<file path="src/rtl/p405s_icu_dp_regqueue_pkg.sv">
// Shared definitions for the ICU datapath holding-register queue.
package p405s_icu_dp_regqueue_pkg;

    localparam int ICU_DATA_W = 32;

    typedef struct packed {
        logic valid;
        logic full;
        logic ovf;
    } q_status_t;

    function automatic int clog2(input int value);
        int r;
        int v;
        r = 0;
        v = 1;
        while (v < value) begin
            v = v * 2;
            r = r + 1;
        end
        return r;
    endfunction

endpackage

</file>
<file path="src/rtl/p405s_icu_dp_regqueue_entry.sv">
// One enabled storage register of the holding queue; deliberately not reset.
module p405s_icu_dp_regqueue_entry #(
    parameter int WIDTH = 32
) (
    input  logic             i_cb,
    input  logic             i_we,
    input  logic [0:WIDTH-1] i_d,
    output logic [0:WIDTH-1] o_q
);

    logic [0:WIDTH-1] r_q;

    always_ff @(posedge i_cb) begin
        if (i_we) begin
            r_q <= i_d;
        end
    end

    assign o_q = r_q;

endmodule

</file>
<file path="src/rtl/p405s_icu_dp_regqueue.sv">
// Depth-N in-order holding register bank between fetch return and decode.
// Head entry is presented on a registered output, with push/pop/flush and overflow status.
module p405s_icu_dp_regqueue
    import p405s_icu_dp_regqueue_pkg::*;
#(
    parameter int WIDTH         = ICU_DATA_W,
    parameter int DEPTH         = 4,
    parameter bit HOLD_ON_EMPTY = 1'b0,
    localparam int CNT_W        = clog2(DEPTH + 1)
) (
    input  logic             i_cb,
    input  logic             i_rst,
    input  logic [0:WIDTH-1] i_d,
    input  logic             i_e1,
    input  logic             i_rd,
    input  logic             i_flush,
    output logic [0:WIDTH-1] o_l2,
    output logic             o_valid,
    output logic             o_full,
    output logic [CNT_W-1:0] o_cnt,
    output logic             o_ovf
);

    localparam int               PTR_W    = clog2(DEPTH);
    localparam logic [PTR_W-1:0] LAST_IDX = PTR_W'(DEPTH - 1);
    localparam logic [CNT_W-1:0] FULL_CNT = CNT_W'(DEPTH);

    logic [PTR_W-1:0] r_wptr, r_rptr, w_wptr_nxt, w_rptr_nxt;
    logic [CNT_W-1:0] r_cnt, w_cnt_nxt;
    logic             r_ovf, w_ovf_nxt;
    logic [0:WIDTH-1] r_l2, w_l2_nxt;
    logic [0:WIDTH-1] w_entry [DEPTH];
    logic             w_valid, w_full, w_push_ok, w_pop_ok;
    q_status_t        w_status;

    function automatic logic [PTR_W-1:0] ptr_inc(input logic [PTR_W-1:0] p);
        return (p == LAST_IDX) ? '0 : p + 1'b1;
    endfunction

    assign w_valid   = (r_cnt != '0);
    assign w_full    = (r_cnt == FULL_CNT);
    assign w_pop_ok  = i_rd & w_valid;
    assign w_push_ok = i_e1 & (~w_full | w_pop_ok);

    for (genvar i = 0; i < DEPTH; i++) begin : g_entry
        p405s_icu_dp_regqueue_entry #(.WIDTH(WIDTH)) u_entry (
            .i_cb (i_cb),
            .i_we (w_push_ok & (r_wptr == PTR_W'(i))),
            .i_d  (i_d),
            .o_q  (w_entry[i])
        );
    end

    always_comb begin
        w_wptr_nxt = r_wptr;
        w_rptr_nxt = r_rptr;
        w_cnt_nxt  = r_cnt;
        w_ovf_nxt  = 1'b0;
        w_l2_nxt   = HOLD_ON_EMPTY ? r_l2 : '0;
        if (i_flush) begin
            w_wptr_nxt = '0;
            w_rptr_nxt = '0;
            w_cnt_nxt  = '0;
        end else begin
            if (w_push_ok) w_wptr_nxt = ptr_inc(r_wptr);
            if (w_pop_ok)  w_rptr_nxt = ptr_inc(r_rptr);
            if (w_push_ok && !w_pop_ok)      w_cnt_nxt = r_cnt + 1'b1;
            else if (w_pop_ok && !w_push_ok) w_cnt_nxt = r_cnt - 1'b1;
            w_ovf_nxt = i_e1 & ~w_push_ok;
            // The next head may be the entry being written on this same edge.
            if (w_cnt_nxt != '0) begin
                w_l2_nxt = (w_push_ok && (w_rptr_nxt == r_wptr)) ? i_d : w_entry[w_rptr_nxt];
            end
        end
    end

    always_ff @(posedge i_cb or posedge i_rst) begin
        if (i_rst) begin
            r_wptr <= '0;
            r_rptr <= '0;
            r_cnt  <= '0;
            r_ovf  <= 1'b0;
            r_l2   <= '0;
        end else begin
            r_wptr <= w_wptr_nxt;
            r_rptr <= w_rptr_nxt;
            r_cnt  <= w_cnt_nxt;
            r_ovf  <= w_ovf_nxt;
            r_l2   <= w_l2_nxt;
        end
    end

    assign w_status = '{valid: w_valid, full: w_full, ovf: r_ovf};

    assign o_l2    = r_l2;
    assign o_cnt   = r_cnt;
    assign o_valid = w_status.valid;
    assign o_full  = w_status.full;
    assign o_ovf   = w_status.ovf;

endmodule
</file>
<file path="config.mk">
export PLATFORM = sky130hd
export DESIGN_NAME = p405s_icu_dp_regqueue
export DESIGN_NICKNAME = d
export VERILOG_FILES = /design/src/rtl/p405s_icu_dp_regqueue_pkg.sv /design/src/rtl/p405s_icu_dp_regqueue_entry.sv /design/src/rtl/p405s_icu_dp_regqueue.sv
export SDC_FILE = /design/constraint.sdc
export NUM_CORES = 1
export LEC_CHECK = 0
export ABC_AREA = 0
export ABC_CLOCK_PERIOD_IN_PS = 3100
export CAP_MARGIN = 20
export CELL_PAD_IN_SITES_DETAIL_PLACEMENT = 1
export CELL_PAD_IN_SITES_GLOBAL_PLACEMENT = 1
export CORE_ASPECT_RATIO = 0.9
export CORE_UTILIZATION = 30
export CTS_CLUSTER_DIAMETER = 30
export DETAILED_ROUTE_END_ITERATION = 10
export GPL_ROUTABILITY_DRIVEN = 0
export HOLD_SLACK_MARGIN = 0.12
export PLACE_DENSITY_LB_ADDON = 0.25
export SYNTH_ARGS = -nofsm -noshare
export SYNTH_HDL_FRONTEND = slang
export SYNTH_SLANG_ARGS = --single-unit
</file>
<file path="constraint.sdc">
create_clock -name i_cb -period 3.1 [get_ports i_cb]
set_clock_uncertainty 0.15 [all_clocks]
set_input_delay 0.62 -clock i_cb [delete_from_list [all_inputs] [get_ports i_cb]]
set_output_delay 0.62 -clock i_cb [all_outputs]
set_load 0.02 [all_outputs]
</file>
# Word level (Yosys, flattened, before mapping)

Cells that the tools add are included.

Register bits: 168
Output and inout bits: 38
Logic and storage cells: 58

Add/sub/neg operators: 4
Magnitude comparators: 1
Eq/ne operators: 6
Muxes and demuxes: 18
Bitwise logic cells: 11
Reduce and logical (&&, ||, !) cells: 9

Operators by type and width:

| cell                | number |
|---|---|
| $mux 32             | 5 |
| $bmux 32 s2         | 1 |
| $mux 2              | 7 |
| $mux 3              | 4 |
| $and 1x1->1         | 7 |
| $eq 2x2->1 const B  | 3 |
| $reduce_bool 3->1   | 2 |
| $add 2x1->2 const B | 2 |
| $add 3x1->3 const B | 1 |
| $eq 3x3->1 const B  | 1 |
| $ge 3x3->1 const B  | 1 |
| $logic_and 1x1->1   | 3 |
| $not 2->3           | 1 |
| $sub 3x1->3 const B | 1 |
| $eq 2x1->1 const B  | 1 |
| $eq 2x2->1          | 1 |
| $logic_not 1->1     | 2 |
| $logic_not 2->1     | 1 |
| $not 1->1           | 2 |
| $reduce_bool 2->1   | 1 |
| $mux 1              | 1 |
| $or 1x1->1          | 1 |

# Depth between registers and ports, before layout

Word-level depth: 12
Gate-level depth with buffers: 12
Mapped depth without buffers: 9

# By module

A second synthesis with hierarchy kept.

Cell total of the unflattened synthesis: 509
Area, all modules: 7329.5 um^2

By module, submodules not included:

| module                      | instances | cells each | area each (um^2) | sequential area each (um^2) |
|---|---|---|---|---|
| p405s_icu_dp_regqueue_entry | 4         | 32         | 960.9            | 960.9 |
| p405s_icu_dp_regqueue       | 1         | 381        | 3485.8           | 1001.0 |

# Least setup slack after synthesis

Ideal clock, no wire load.

Kind: flip-flop to flip-flop
From: register r_cnt[1], in the netlist o_cnt[1]
To: register r_l2 (netlist bit o_l2[10])
Arrival: 2401 ps
Data required time: 2826 ps
Setup slack: 426 ps
Cell stages (with the launch flop): 13
Clock period less this slack: 2674 ps
Path through: dfrtp_1 > inv_1 > ha_1 > buf_6 > nor2b_4 > or4_1 > buf_2 > and4b_1 > or2_1 > buf_4 > buf_6 > nand3_1 > a21boi_1

Longest elaborated chain between the ends: 12
Elaborated cells on any way between the ends: 27
Those cells by class: 2 x add/sub; 2 x eq/ne; 11 x mux; 5 x bitwise; 7 x reduce/logical

Ends and longest elaborated chain:

| element                                         | line                                                     | text |
|---|---|---|
| start, declared                                 | p405s_icu_dp_regqueue.sv:29                              | `logic [CNT_W-1:0] r_cnt, w_cnt_nxt;` |
| start signal, assigned                          | p405s_icu_dp_regqueue.sv:87                              | `r_cnt <= w_cnt_nxt;` |
| $reduce_bool 3->1 or $eq 3x3->1 (tied branches) | p405s_icu_dp_regqueue.sv:40, p405s_icu_dp_regqueue.sv:41 |  |
| $and 1x1->1 or $not 1->1 (tied branches)        | p405s_icu_dp_regqueue.sv:42, p405s_icu_dp_regqueue.sv:43 |  |
| $or 1x1->1                                      | p405s_icu_dp_regqueue.sv:43                              | `assign w_push_ok = i_e1 & (~w_full \| w_pop_ok);` |
| $and 1x1->1                                     | p405s_icu_dp_regqueue.sv:43                              |  |
| $logic_not 1->1                                 | p405s_icu_dp_regqueue.sv:68                              | `else if (w_pop_ok && !w_push_ok) w_cnt_nxt = r_cnt - 1'b1;` |
| $logic_and 1x1->1                               | p405s_icu_dp_regqueue.sv:68                              |  |
| $mux 3                                          | p405s_icu_dp_regqueue.sv:68                              |  |
| $mux 3                                          | p405s_icu_dp_regqueue.sv:67                              | `if (w_push_ok && !w_pop_ok) w_cnt_nxt = r_cnt + 1'b1;` |
| $mux 3                                          | p405s_icu_dp_regqueue.sv:60                              | `if (i_flush) begin` |
| $reduce_bool 3->1                               | p405s_icu_dp_regqueue.sv:71                              | `if (w_cnt_nxt != '0) begin` |
| $mux 32 *                                       | p405s_icu_dp_regqueue.sv:71                              |  |
| $mux 32 *                                       | p405s_icu_dp_regqueue.sv:60                              |  |
| net w_l2_nxt, one bit                           | p405s_icu_dp_regqueue.sv:31                              | `logic [0:WIDTH-1] r_l2, w_l2_nxt;` |
| end signal, assigned                            | p405s_icu_dp_regqueue.sv:89                              | `r_l2 <= w_l2_nxt;` |
| end, declared                                   | p405s_icu_dp_regqueue.sv:31                              |  |

The timed path passes the listed nets; every way through them passes the cells marked *. The select of a mux whose other input is x is not followed.
A chain may end at the register's enable or synchronous reset.

# Worst setup path after layout

From: register r_cnt[1], in the netlist o_cnt[1]
To: output o_valid

Longest elaborated chain between the ends: 1

Ends and longest elaborated chain:

| element           | line                        | text |
|---|---|---|
| $reduce_bool 3->1 | p405s_icu_dp_regqueue.sv:40 | `assign w_valid = (r_cnt != '0);` |
| end, declared     | p405s_icu_dp_regqueue.sv:18 | `output logic o_valid,` |

Every way passes these cells.

==> flow_summary_export.csv <==
group,metric,value,unit
worst_hold_path,hp-class,"primary input to asynchronous set/reset pin",
layout,register_area,4840,sq um
global_route,grt_pass1_vias,5528,
global_route,grt_first_pass_wirelength,32800,um
synthesis,syn_nets,601,
detailed_routing,met3_length,894,um
timing,hold_viol,0,
layout,n_fill_cell,2504,
synthesis,synthDistinctLibCells,45,
worst_setup_path,cp_common_cell,"inv_1",
synthesis,synth_area_leaders,"edfxtp_1 (51%), dfrtp_1 (13%), a21boi_0 (6.6%)",
clocking,clk_pin_slew,80,ps
synthesis,synth_edf_count,128,
timing,timing.setup.tns,0,ps
layout,layout_commonest_cell,"edfxtp_1",
timing,setup_viol,0,
synthesis,yosysSeqAreaShare,0.646,
layout,syn2layout_area_growth,27.1,%
layout,antennaDiodeCount,0,
layout,drive_gt1_frac,0.128,
worst_setup_path,worstPathArrival,2170,ps
pwr,power.leakage,3.35,nW
global_route,overflow,0,
pwr,ir_worst_vdd,0.341,mV
placement,port_buffers,74,
detailed_routing,top_layer_used,"met4",
synthesis,synth.avg_cell_area,13.5,sq um
clocking,cts_buffers,17,
detailed_routing,viasPerCell,5.30,
synthesis,async_reset_ff_frac,0.238,
synthesis,synth_top_area_frac,0.513,
worst_setup_path,cp_cell_sequence,"inv_1 > ha_1 > nor2b_4 > inv_1 > clkdlybuf4s50_1",
clocking,post_cts_buffers,0,
worst_setup_path,critPathRequiredTime,2330,ps
layout,final_cell_mix,"edfxtp_1 (128), clkdlybuf4s50_1 (74), a21boi_0 (66), dfrtp_1 (40), nand3_1 (34)",
clocking,post_cts_resized,0,
timing,drv_slew,0,
detailed_routing,routed_wl,20600,um
timing,fin_crit,2940,ps
synthesis,ys_seq_elements,168,
clocking,cts_sinks,168,
worst_setup_path,timing.rr.end,"o_l2[0]$_DFF_PP0_",
synthesis,synth_ff_type,"edfxtp_1",
global_route,grt_max_degree,89,
global_route,grt_util_all_layers,0.170,
worst_setup_path,path_class,"flip-flop to output port",
detailed_routing,wl_met1,9130,um
clocking,clock_latency,440,ps
timing,rsz0062_at_grt,"false",
floorplanning,ios,75,
layout,nNetsFinal,671,
detailed_routing,dr.pass1.iters,5,
worst_setup_path,worst_setup_path_end_kind,"output port",
worst_setup_path,cp_num_buf_inv,3,
worst_setup_path,r2r_start,"o_cnt[1]$_DFF_PP0_",
detailed_routing,vias,5167,
floorplanning,rows,54,
timing,slew_headroom,0.724,
detailed_routing,antenna_left,0,
timing,final.period_utilization,0.949,
floorplanning,start_util,0.307,
pwr,power.total,8.44,mW
timing,max_freq,0.340,GHz
synthesis,yosysWarnings,0,
flow_run,drv_cap,0,
worst_setup_path,cp_top_family,"buffers and inverters",
worst_setup_path,cpPeakStageDelay,560,ps
clocking,clk_path_buf_depth,2,
clocking,cts.htree.levels,4,
clocking,cts-root-buf,"clkbuf_16",
floorplanning,die_y,152,um
synthesis,yosysTopAreaCell,"edfxtp_1",
global_route,antenna_found_initial,0,
detailed_routing,met2_length,10400,um
synthesis,synth.cell_area,7490,sq um
worst_setup_path,startpoint_type,"flip-flop",
worst_setup_path,slowest_stage,"clkdlybuf4s50_1",
worst_setup_path,cp_max_fo,6,
worst_setup_path,r2r_slack,350,ps
floorplanning,dieArea,25600,sq um
floorplanning,die_w,169,um
placement,dp_hpwl,12300,um
run_status,status,"finished, final reports clean",
clocking,cts_tree,"done",
detailed_routing,drt-initial-drc-count,332,
timing,tightest_slew,413,ps
detailed_routing,drc,0,
clocking,ctsHoldBuffers,0,
layout,multi_input_area,2400,sq um
pwr,power_density,886,nW/um^2
worst_setup_path,rr_worst_depth,9,
detailed_routing,wire_per_inst,21.2,um
floorplanning,core,24400,sq um
synthesis,netlist_instances,556,
-- layer usage --
metal | GRT usage | vias up
met4 | 0.0459 | 0
met5 | 0 | -
li1 | - | 2336
met1 | 0.220 | 2685
met3 | 0.0432 | 17
met2 | 0.284 | 129
-- worst reg2reg max path, cell delays in order (launching register included) --
cell      delay [ps]
dfrtp_1          450
inv_1            120
ha_1             210
nor2b_4          170
or4_1            530
a211oi_2         290
or2_1            260
buf_12           180
nand3_1           90
a21boi_0         210
-- flip-flops by register name (all words and copies together), names as in the netlist --
name / cells
r_rptr: 2
r_wptr: 2
o_ovf: 1
o_cnt: 3
g_entry.u_entry.o_q: 128
o_l2: 32
-- cell type report --
cell class,count,area share
Timing Repair Buffer,110,0.127
Clock buffer,17,0.0447
Multi-Input combinational cell,320,0.252
Clock inverter,15,0.0200
Sequential cell,168,0.509
Tap cell,336,0.0441
Inverter,9,0.00355
-- metrics by stage --
| step | setup slack, ps | hold slack [ps] | util | std cells | instance area, sq um |
|---|---|---|---|---|---|
| floorplan | 426 | 448 | - | 556 | 7490 |
| global route | 60.2 | 366 | 0.390 | 975 | 9520 |
| CTS | 129 | 344 | 0.390 | 975 | 9520 |
| detailed placement | 35.3 | 524 | 0.365 | 943 | 8910 |
| finish | 158 | 346 | 0.390 | 975 | 9520 |
| global placement | 88.4 | 518 | 0.365 | 943 | 8910 |
-- power breakdown --
| group | switching, mW | internal [mW] |
|---|---|---|
| logic | 1.87 | 1.52 |
| clock network | 1.03 | 1.17 |
| registers | 0.129 | 2.72 |
| total | 3.03 | 5.41 |
-- logic make-up after synthesis --
kind of cell | share of synthesized area
AOI/OAI and AO/OA | 0.222
DFF | 0.646
and+or+nand+nor | 0.0723
buffers and inverters | 0.0409
adders and majority gates | 0.0134
xor gates and xnor gates | 0.00351
muxes | 0.00134
-- how the worst max path moves through the flow --
stage | from | end | slack (ps) | depth (start not counted)
after floorplan | o_cnt[1]$_DFF_PP0_ | o_l2[10]$_DFF_PP0_ | 430 | 12
after global placement | i_rd | o_l2[7]$_DFF_PP0_ | 90 | 8
after detailed placement | i_rd | o_l2[0]$_DFF_PP0_ | 40 | 8
after CTS | o_cnt[1]$_DFF_PP0_ | o_valid | 130 | 5
after global routing | o_cnt[1]$_DFF_PP0_ | o_valid | 60 | 5
final | o_cnt[1]$_DFF_PP0_ | o_valid | 160 | 5
-- cells in the mapped netlist (all sizes together) (2+ instances only) --
| library cell | count |
|---|---|
| edfxtp | 128 |
| a21boi | 96 |
| clkbuf | 41 |
| dfrtp | 40 |
| nand3 | 35 |
| o21ai | 35 |
| a32o | 32 |
| and3 | 32 |
| o32a | 32 |
| buf | 18 |
| nor2 | 10 |
| inv | 9 |
| ha | 8 |
| a21oi | 5 |
| and2 | 5 |
| nand2 | 4 |
| xnor2 | 3 |
| a211oi | 2 |
| nand2b | 2 |
| nor2b | 2 |
| o211ai | 2 |
| o311a | 2 |
| or4 | 2 |
No activity file was read; power rests on OpenSTA's default activity.
